`src/rtl/mem_arbiter_rr.sv`:
```
// mem_arbiter_rr: connects NUM_PORTS cache ports to one physical memory port.
// The arbiter serves one transaction at a time. The winner's address, write
// line and direction are latched when it is granted, so the memory request
// stays stable while that transaction is in flight. A one-cycle TURN gap
// follows every completed transaction before the next arbitration.
module mem_arbiter_rr #(
  parameter int NUM_PORTS = 2,
  parameter int ADDR_W    = 32,
  parameter int LINE_W    = 256,
  parameter int RR_MODE   = 1
) (
  input  logic                          clk,
  input  logic                          rst,
  input  logic [NUM_PORTS*ADDR_W-1:0]   port_addr,
  input  logic [NUM_PORTS*LINE_W-1:0]   port_wdata,
  input  logic [NUM_PORTS-1:0]          port_read,
  input  logic [NUM_PORTS-1:0]          port_write,
  output logic [LINE_W-1:0]             port_rdata,
  output logic [NUM_PORTS-1:0]          port_resp,
  output logic [ADDR_W-1:0]             mem_addr,
  output logic [LINE_W-1:0]             mem_wdata,
  output logic                          mem_read,
  output logic                          mem_write,
  input  logic [LINE_W-1:0]             mem_rdata,
  input  logic                          mem_resp,
  output logic [NUM_PORTS-1:0]          grant
);

  localparam int PTR_W = (NUM_PORTS > 1) ? $clog2(NUM_PORTS) : 1;

  typedef enum logic [1:0] {
    IDLE = 2'd0,
    BUSY = 2'd1,
    TURN = 2'd2
  } state_t;

  // Registered state
  state_t                state_reg;
  logic [PTR_W-1:0]      ptr_reg;
  logic [NUM_PORTS-1:0]  grant_reg;
  logic [ADDR_W-1:0]     addr_reg;
  logic [LINE_W-1:0]     wdata_reg;
  logic                  read_reg;
  logic                  write_reg;

  // Arbitration signals
  logic [NUM_PORTS-1:0]  req;
  logic [NUM_PORTS-1:0]  rot_req;
  logic [PTR_W-1:0]      eff_ptr;
  logic [PTR_W-1:0]      rot_off;
  logic [PTR_W:0]        sum_idx;
  logic [PTR_W-1:0]      win_idx;
  logic [NUM_PORTS-1:0]  win_onehot;
  logic                  win_valid;
  logic [PTR_W-1:0]      next_ptr;

  // Winner's captured request fields
  logic [ADDR_W-1:0]     sel_addr;
  logic [LINE_W-1:0]     sel_wdata;
  logic                  sel_read;
  logic                  sel_write;

  logic                  resp_fire;

  // Per-port views of the flattened address / write-line buses
  logic [ADDR_W-1:0]     addr_arr  [NUM_PORTS];
  logic [LINE_W-1:0]     wdata_arr [NUM_PORTS];

  generate
    for (genvar gi = 0; gi < NUM_PORTS; gi++) begin : g_unpack
      assign addr_arr[gi]  = port_addr[gi*ADDR_W +: ADDR_W];
      assign wdata_arr[gi] = port_wdata[gi*LINE_W +: LINE_W];
      assign req[gi]       = port_read[gi] | port_write[gi];
    end
  endgenerate

  // Fixed priority behaves like round-robin with the pointer pinned at port 0
  assign eff_ptr = (RR_MODE != 0) ? ptr_reg : '0;

  // Rotate requests so that the port at the pointer sits at bit 0, find the
  // first requester in rotated order, then map it back to a physical port
  always_comb begin
    rot_req   = NUM_PORTS'({req, req} >> eff_ptr);
    rot_off   = '0;
    for (int j = NUM_PORTS - 1; j >= 0; j--) begin
      if (rot_req[j]) begin
        rot_off = PTR_W'(j);
      end
    end
    sum_idx = {1'b0, eff_ptr} + {1'b0, rot_off};
    if (sum_idx >= (PTR_W+1)'(NUM_PORTS)) begin
      sum_idx = sum_idx - (PTR_W+1)'(NUM_PORTS);
    end
    win_idx    = sum_idx[PTR_W-1:0];
    win_valid  = |req;
    win_onehot = NUM_PORTS'(1) << win_idx;
    if (win_idx == PTR_W'(NUM_PORTS - 1)) begin
      next_ptr = '0;
    end else begin
      next_ptr = win_idx + PTR_W'(1);
    end
  end

  // Mux out the winner's request; a simultaneous write overrides the read
  always_comb begin
    sel_addr  = '0;
    sel_wdata = '0;
    sel_read  = 1'b0;
    sel_write = 1'b0;
    for (int j = 0; j < NUM_PORTS; j++) begin
      if (win_onehot[j]) begin
        sel_addr  = addr_arr[j];
        sel_wdata = wdata_arr[j];
        sel_write = port_write[j];
        sel_read  = port_read[j] & ~port_write[j];
      end
    end
  end

  // Arbitration FSM with registered memory request and grant outputs
  always_ff @(posedge clk or negedge rst) begin
    if (!rst) begin
      state_reg <= IDLE;
      ptr_reg   <= '0;
      grant_reg <= '0;
      addr_reg  <= '0;
      wdata_reg <= '0;
      read_reg  <= 1'b0;
      write_reg <= 1'b0;
    end else begin
      case (state_reg)
        IDLE: begin
          if (win_valid) begin
            state_reg <= BUSY;
            grant_reg <= win_onehot;
            addr_reg  <= sel_addr;
            wdata_reg <= sel_wdata;
            read_reg  <= sel_read;
            write_reg <= sel_write;
            ptr_reg   <= next_ptr;
          end
        end
        BUSY: begin
          if (mem_resp) begin
            state_reg <= TURN;
            grant_reg <= '0;
            addr_reg  <= '0;
            wdata_reg <= '0;
            read_reg  <= 1'b0;
            write_reg <= 1'b0;
          end
        end
        TURN: begin
          state_reg <= IDLE;
        end
        default: begin
          state_reg <= IDLE;
          grant_reg <= '0;
          read_reg  <= 1'b0;
          write_reg <= 1'b0;
        end
      endcase
    end
  end

  // Memory-side outputs come only from the latched copies
  assign mem_addr  = addr_reg;
  assign mem_wdata = wdata_reg;
  assign mem_read  = read_reg;
  assign mem_write = write_reg;
  assign grant     = grant_reg;

  // The completion pulse and read line are passed through in the reply cycle
  assign resp_fire  = (state_reg == BUSY) && mem_resp;
  assign port_resp  = resp_fire ? grant_reg : '0;
  assign port_rdata = resp_fire ? mem_rdata : '0;

endmodule

```
`config.mk`:
```
export PLATFORM = sky130hd
export DESIGN_NAME = mem_arbiter_rr
export DESIGN_NICKNAME = d
export VERILOG_FILES = /design/src/rtl/mem_arbiter_rr.sv
export SDC_FILE = /design/constraint.sdc
export NUM_CORES = 1
export LEC_CHECK = 0
export BUFFER_PORTS_ARGS = -buffer_cell sky130_fd_sc_hd__buf_2
export CORE_AREA = 4 4 537 539
export CTS_CLUSTER_DIAMETER = 120
export DETAILED_ROUTE_END_ITERATION = 16
export DIE_AREA = 0 0 541 543
export PLACE_DENSITY = 0.3
export SYNTH_ARGS = -nofsm -noshare
export SYNTH_HDL_FRONTEND = slang
export SYNTH_SLANG_ARGS = --single-unit
```
`constraint.sdc`:
```
create_clock -name clk -period 1.8 [get_ports clk]
set_clock_uncertainty 0.05 [all_clocks]
set_input_delay 0.09 -clock clk [delete_from_list [all_inputs] [get_ports clk]]
set_output_delay 0.09 -clock clk [all_outputs]
set_load 0.01 [all_outputs]
```
# Word-level counts from Yosys, hierarchy flattened
# Index checks and enable logic that the tools add are counted.
[word_totals]
ff_bits = 295
input_bits = 839
[classes]
n_addsub = 3
order_cmp = 1
n_eq_ne = 4
n_shift = 2
muxes = 31
bitwise_logic = 7
n_reduce_logical = 8
[ops]
columns = ["op", "n"]
rows = [
  ["two-way mux 256 bit", 5],
  ["one-hot mux 256 bit (2 select lines)", 1],
  ["two-way mux 32 bit", 4],
  ["one-hot mux 32 bit (2 select lines)", 1],
  ["two-way mux 1 bit", 11],
  ["two-way mux 2 bit", 5],
  ["one-hot mux 1 bit (3 select lines)", 2],
  ["one-hot mux 2 bit (3 select lines)", 1],
  ["AND reduction 3 bit", 2],
  ["!= test 2 bit (second input constant)", 2],
  ["one-hot mux 2 bit (2 select lines)", 1],
  ["AND reduction 2 bit", 2],
  ["right shift 4 x 1 -> 2 bit", 1],
  ["NOT 1 bit", 3],
  ["adder 1 x 1 -> 2 bit", 1],
  ["bitwise AND 1 bit", 2],
  ["equality test 2 x 1 -> 1 bit (second input constant)", 1],
  ["equality test 2 bit (second input constant)", 1],
  ["greater-or-equal comparator 2 bit (second input constant)", 1],
  ["logical NOT 2 bit", 1],
  ["bitwise OR 1 bit", 2],
  ["nonzero test 2 bit", 1],
  ["OR reduction 2 bit", 1],
  ["left shift 1 x 1 -> 2 bit (first input constant)", 1],
  ["other kinds (3)", 3],
]

# Longest topological paths before layout
# Gate-level depths: netlist (run 1).
[logic_depth]
ltp_word = 12
ltp_mapped = 6
mapped_depth_nobuf = 3

# Worst setup path before layout (run 1)
# No wires, ideal clock.
[synth_path]
path_type = "reg2reg"
start = "reg state_reg[0]"
end = "reg wdata_reg[212] (netlist: mem_wdata[212])"
setup_ns = 0.066
arrival_ns = 1.589
required_time_ns = 1.684
setup_slack_ns = 0.095
path_stages_with_launch = 7
period_less_slack_ns = 1.705
path_cell_list = "dfrtp_1 -> nor2_1 -> o221a_2 -> buf_4 -> buf_2 -> clkbuf_1 -> a221o_1"
[synth_via]
elab_chain_cells = 3
word_cells_on_any_way = 7
[synth_rtl]
columns = ["item", "line", "source"]
rows = [
  ["from (decl)", "38", "state_t state_reg;"],
  ["from (signal assigned)", "123", "state_reg <= IDLE;"],
  ["from (signal assigned)", "134", "state_reg <= BUSY;"],
  ["from (signal assigned)", "145", "state_reg <= TURN;"],
  ["equality test 2 x 1 -> 1 bit or logical NOT 2 bit (tied branches)", "131", "case (state_reg)"],
  ["!= test 2 bit (no source line) or nonzero test 2 bit (tied branches)", "-", ""],
  ["AND reduction 3 bit (no source line)", "-", ""],
  ["to (signal assigned)", "137", "wdata_reg <= sel_wdata;"],
  ["to (decl)", "42", "logic [LINE_W-1:0] wdata_reg;"],
]
# Parallel ways exist; a longest one is shown, timed or not.
# A chain may end at the register's enable or synchronous reset.

# Worst setup path in the final report (run 1)
[layout_path]
start = "reg state_reg[1]"
end = "out port_rdata[199]"
[layout_via]
elab_chain_cells = 3
[layout_rtl]
columns = ["item", "line", "source"]
rows = [
  ["equality test 2 x 1 -> 1 bit", "174", "assign resp_fire = (state_reg == BUSY) && mem_resp;"],
  ["logical AND 1 bit", "174", ""],
  ["two-way mux 256 bit", "176", "assign port_rdata = resp_fire ? mem_rdata : '0;"],
  ["to (decl)", "18", "output logic [LINE_W-1:0] port_rdata,"],
]
# Every way passes these cells.

==> results.cfg, run 1 <==
[status]
status = complete, but fails checks
violations = negative setup slack

[clock_network]
clock_latency_ps = 610
cts_buffers = 44
cts_tree = done
clk_pin_slew_ps = 60
cts.path.max_buffers = 3
h-tree-depth = 2
root_buffer = clkbuf_16
numClockSinks = 295

[placed_design]
place_hpwl_um = 156200
gp_congestion = 0.9366
postPlaceCellArea_um2 = 30410
io_buffers = 1388

[synthesis]
synth_top_cell_by_area = dfrtp_1
synth_nets = 2468
syn_inst = 1629
ys_warn_count = 0
ys_types = 25
ys_seq_elements = 295
synth_top_area_share_pct = 41.47
ys_top_cells_by_area = dfrtp_1 (41%), a211oi_2 (19%), a221o_1 (16%)
yosysSeqAreaShare_pct = 41.47
syn_avg_cell_area_um2 = 10.93
synth_area_um2 = 17800

[die]
rows = 196
initial_utilization_pct = 6.268
ios = 1389
core-area_um2 = 284000
die_h_um = 543
die_w_um = 541
dieArea_um2 = 293800

[worst_hold_path]
hp-class = in -> reg

[worst_setup_path]
slowest_delay_ps = 380
path_cells = and3b_4 > buf_16 > buf_16 > buf_16 > and2_1 > buf_2
crit_end = port_rdata[199]
cp.required_ps = 1660
setup.worst_path.class = reg -> out
crit_top_cell = buf_16
arrival_ps = 2330
cp-startpoint = state_reg[1]
rr_endpoint = mem_wdata[186]
cp-start-kind = flip-flop
r2r_slack_ps = -420
end_kind = output pin
critPathMaxFanout = 19
cp_slowest_cell = dfrtp_1
worstRegToRegCells = 9
r2r-start = state_reg[1]

[drt]
ant_nets = 0
drc = 0
dr.first_iter.drc_count = 1626
vias_per_cell = 3.085
dr.pass1.iters = 5
routedWlPerCell_um = 24.76
dr_total_vias = 23230
wirelength_um = 186400

[timing]
fin_setup_tns_ps = -198610
setup_viol = 545
rsz0062_at_grt = yes
finalCritPeriodShare_pct = 137.1
hold_viol_final = 0
layout_setup_ws_ps = -667.5
slew_headroom_pct = 64.30
fin_crit_ps = 2467
max_freq_ghz = 0.4053
worstMarginPinSlew_ps = 535.5
slew_viol_final = 0

[layout]
final_common_cell = buf_2
final_layout_size_suffix_gt1_share_pct = 55.74
largest_reg_flops = 256
final_cell_mix = buf_2 (1,272), dlygate4sd3_1 (581), dfrtp_1 (295)
final_cell_area_um2 = 39540
syn_to_final_growth_pct = 122.2
fin_nets = 4529

[power_and_ir_drop]
switching_share_pct = 44.79
combPwrFrac_pct = 53.7
power_density_nw_per_um2 = 1150
vdd_drop_max_uv = 546.7
internal_power_w = 0.02511
power.total_w = 0.04547
switchingPower_w = 0.02037
p_leak_nw = 17.89
clkPwrFrac_pct = 19.8
pwr-share-seq_pct = 26.5

[flow_run]
maxCapViolCount = 0

[global_routing]
grt_max_degree = 72
first_global_vias = 24370
antenna_found_initial = 127
gr-total-overflow = 0
grt_pass1_wl_um = 237600
grt.total_usage_pct = 11.95
-- critical path, delay by kind of cell, from the launching register on --
| kind | cells | cell delay (ps) |
|---|---|---|
| buffers and inverters | 4 | 710 |
| AND/OR/NAND/NOR | 2 | 560 |
| flip-flops | 1 | 380 |
-- per-stage QoR --
stage	setup slack [ps]	std cells	hold slack, ps	util [%]
after CTS	-780.4	7469	85.97	13.60
final	-667.5	7530	149.2	13.92
after global routing	-773.7	7500	138.9	13.90
after detailed placement	-257.1	6779	-58.17	10.71
after global placement	-232.8	6779	-58.28	10.71
after floorplan	94.94	1629	-255.6	-
-- cell families (layout without fill, tap and decap cells) --
kind of cell / Yosys count / count (layout) / share of synthesized area, %
other: 0 / 42 / 0
flip-flops: 295 / 295 / 41.47
AND/OR/NAND/NOR: 267 / 267 / 9.349
AO/OA/AOI/OAI: 589 / 589 / 36.67
buffers and inverters: 478 / 2575 / 12.51
-- synthesized netlist by cell type --
cell      instances
o221ai_1          1
buf_6             9
a21o_1            2
inv_1           288
buf_2            80
dfrtp_1         295
nor2_1            3
nand2b_1          1
buf_8            20
a211oi_1         13
and2_1          258
or4_1             1
a221o_1         288
a211oi_2        276
and3b_1           2
a21boi_0          3
nand2_1           2
clkbuf_1         77
buf_4             2
a21bo_2           1
o21ai_0           2
o21a_1            1
o221a_2           1
buf_12            2
a21boi_1          1
-- timing repair --
item | CTS | global route
gates cloned | 10 | 4
hold endpoints to repair | 588 | 0
resized for setup | 152 | 164
setup buffers | 16 | 22
endpoints found under the setup margin | 531 | 548
hold buffers | 582 | 0
pin swaps | 28 | 50
-- power groups by stage --
stage	clock network, W	logic (W)	registers (W)
after CTS	0.00940	0.0248	0.0122
final	0.00899	0.0244	0.0121
after floorplan	0	0.00882	0.0127
after detailed placement	0	0.0227	0.0122
after global routing	0.00955	0.0263	0.0124
after global placement	0	0.0228	0.0122
-- area by class of cell --
cell class / count / area [µm²]
diodes: 42 / 105.1
multi-input cells: 856 / 8478
well taps: 3762 / 4707
inverters: 288 / 1081
flip-flops and latches: 295 / 7382
clock inverters: 17 / 182.7
clock buffers: 65 / 1241
fillers: 32400 / 244400
repair buffers: 2205 / 16370
-- layer usage --
metal	up-vias	wire (µm)	GRT usage, %
met5	-	387	0
met4	58	7512	3.678
met3	277	17080	3.908
met2	1429	87460	20.31
met1	11320	74000	14.21
li1	10150	-	-
-- worst min-delay path by stage --
stage	end	cells after the start	slack, ps	startpoint
CTS	mem_wdata[75]	3	90	port_wdata[331]
floorplan	eff_ptr	0	-260	rst
detailed placement	mem_wdata[92]	1	-60	rst
global placement	mem_wdata[92]	1	-60	rst
finish	mem_read	5	150	port_read[1]
global route	mem_wdata[149]	3	140	port_wdata[149]
(Power assumes the default switching activity.)
==> inputs of run 2 (changes only) <==
--- a/config.mk
+++ b/config.mk
@@ -11,6 +11,7 @@
 export DETAILED_ROUTE_END_ITERATION = 16
 export DIE_AREA = 0 0 541 543
 export PLACE_DENSITY = 0.3
+export SKIP_CTS_REPAIR_TIMING = 1
 export SYNTH_ARGS = -nofsm -noshare
 export SYNTH_HDL_FRONTEND = slang
 export SYNTH_SLANG_ARGS = --single-unit
==> run 2 against run 1 <==
Compared with the run above:
- the flow still finishes with violations (negative setup slack)
- critical path depth is 1 higher
- wire length increased by 0.10%
- via count increased by 0.64%
- sequential power about the same
- combinational power is essentially flat
- non-clock buffer count rose by 25
- clock-buffer cell count unchanged
- final area rose by 0.48%
- register-to-register slack worse by 110 ps
- sequential cell count unchanged
- critical path type unchanged
- highest routed layer unchanged
==> results.cfg, run 2 (synthesis results as in run 1) <==
[timing]
hold_viol_final = 0
fin_crit_ps = 2489
slew_headroom_pct = 65.13
rsz0062_at_grt = yes
finalCritPeriodShare_pct = 138.3
layout_setup_ws_ps = -688.8
setup_viol = 505
slew_viol_final = 0
worstMarginPinSlew_ps = 523.0
max_freq_ghz = 0.4018

[drt]
routedWlPerCell_um = 24.69
dr.first_iter.drc_count = 1576
vias_per_cell = 3.093
dr.pass1.iters = 5
wirelength_um = 186600
ant_nets = 0
dr_total_vias = 23380
drc = 0

[global_routing]
grt_max_degree = 72
gr-total-overflow = 0
grt_pass1_wl_um = 227000
grt.total_usage_pct = 11.58
first_global_vias = 21530
antenna_found_initial = 138

[die]
initial_utilization_pct = 6.268
dieArea_um2 = 293800
die_h_um = 543
die_w_um = 541
ios = 1389
core-area_um2 = 284000
rows = 196

[clock_network]
cts.path.max_buffers = 3
numClockSinks = 295
clk_pin_slew_ps = 60
h-tree-depth = 2
clock_latency_ps = 610
cts_buffers = 44
cts_tree = done
root_buffer = clkbuf_16

[worst_hold_path]
hold-path-endpoint = mem_read
min_from = port_write[1]
hp-class = in -> reg
hold-path-cell-count = 4

[placed_design]
place_hpwl_um = 156200
placed_cells = 6779
gp_congestion = 0.9366
io_buffers = 1388
postPlaceCellArea_um2 = 30410
pre_cts_slack_ps = -257.1

[worst_setup_path]
end_kind = output pin
cp.required_ps = 1660
critPathMaxFanout = 6
r2r_slack_ps = -530
rr_endpoint = mem_wdata[186]
setup.worst_path.class = reg -> out
worstRegToRegCells = 9
cp-start-kind = flip-flop
r2r-start = state_reg[1]
arrival_ps = 2350

[layout]
fin_nets = 4554
final_cell_mix = buf_2 (1,265), dlygate4sd3_1 (579), dfrtp_1 (295)
final_layout_size_suffix_gt1_share_pct = 55.85
fin_cells = 7559
final_cell_area_um2 = 39740
final_common_cell = buf_2
syn_to_final_growth_pct = 123.2
largest_reg_flops = 256

[status]
violations = negative setup slack
status = complete, but fails checks

[power_and_ir_drop]
p_leak_nw = 18.01
vdd_drop_max_uv = 556.7
power_density_nw_per_um2 = 1147

[flow_run]
maxCapViolCount = 0
## run 2: cell count changes in the layout (fill, tap and decap cells not counted), sizes merged
cell | before | now
clkbuf | 70 | 89
buf | 1618 | 1627
diode | 42 | 46
bufbuf | 1 | 0
dlygate4sd3 | 581 | 579
## run 2: cell type report
class / instances / area, µm²
inverters: 288 / 1081
repair buffers: 2230 / 16570
flip-flops and latches: 295 / 7382
well taps: 3762 / 4707
fillers: 32430 / 244200
clock buffers: 65 / 1241
diodes: 46 / 115.1
multi-input cells: 856 / 8457
clock inverters: 17 / 182.7
## run 2: report_power, final
group	leakage, nW	internal [W]	switching (W)
clock	0.702	0.00511	0.00391
combinational	13.6	0.0105	0.0141
sequential	3.75	0.00962	0.00243
total	18.0	0.0252	0.0204
## run 2: metal layers
layer,track usage [%],up-vias,share of wire [%]
li1,-,10200,-
met1,13.37,11390,40
met2,19.40,1420,47
met3,4.477,307,8.8
met4,4.162,62,3.9
met5,0,-,0.21
## run 2: metrics by stage
step                hold WS, ps  TNS (ps)  total power [W]  util (%)
floorplan                -255.6         0          0.02149         -
global placement         -58.28    -37800          0.03502     10.71
detailed placement       -58.17    -44840          0.03485     10.71
CTS                      -798.0   -229740          0.04437     11.21
global route              6.812   -300360          0.04838     13.97
finish                    39.77   -240530          0.04559     13.99
## run 2: worst max-delay path, stage by stage (launching register included)
cell,delay [ps]
dfrtp_1,410
and3b_4,410
buf_12,150
clkbuf_16,180
clkbuf_16,170
buf_8,110
and2_4,160
buf_6,100
## run 2: worst max-delay path by stage
stage                     slack, ps         start              end
after floorplan                  90  state_reg[0]   mem_wdata[212]
after global placement         -230  state_reg[1]   mem_wdata[186]
after detailed placement       -260  state_reg[1]   mem_wdata[186]
after CTS                      -960  state_reg[1]   port_rdata[23]
after global routing           -800  state_reg[1]  port_rdata[242]
final                          -690  state_reg[1]  port_rdata[242]
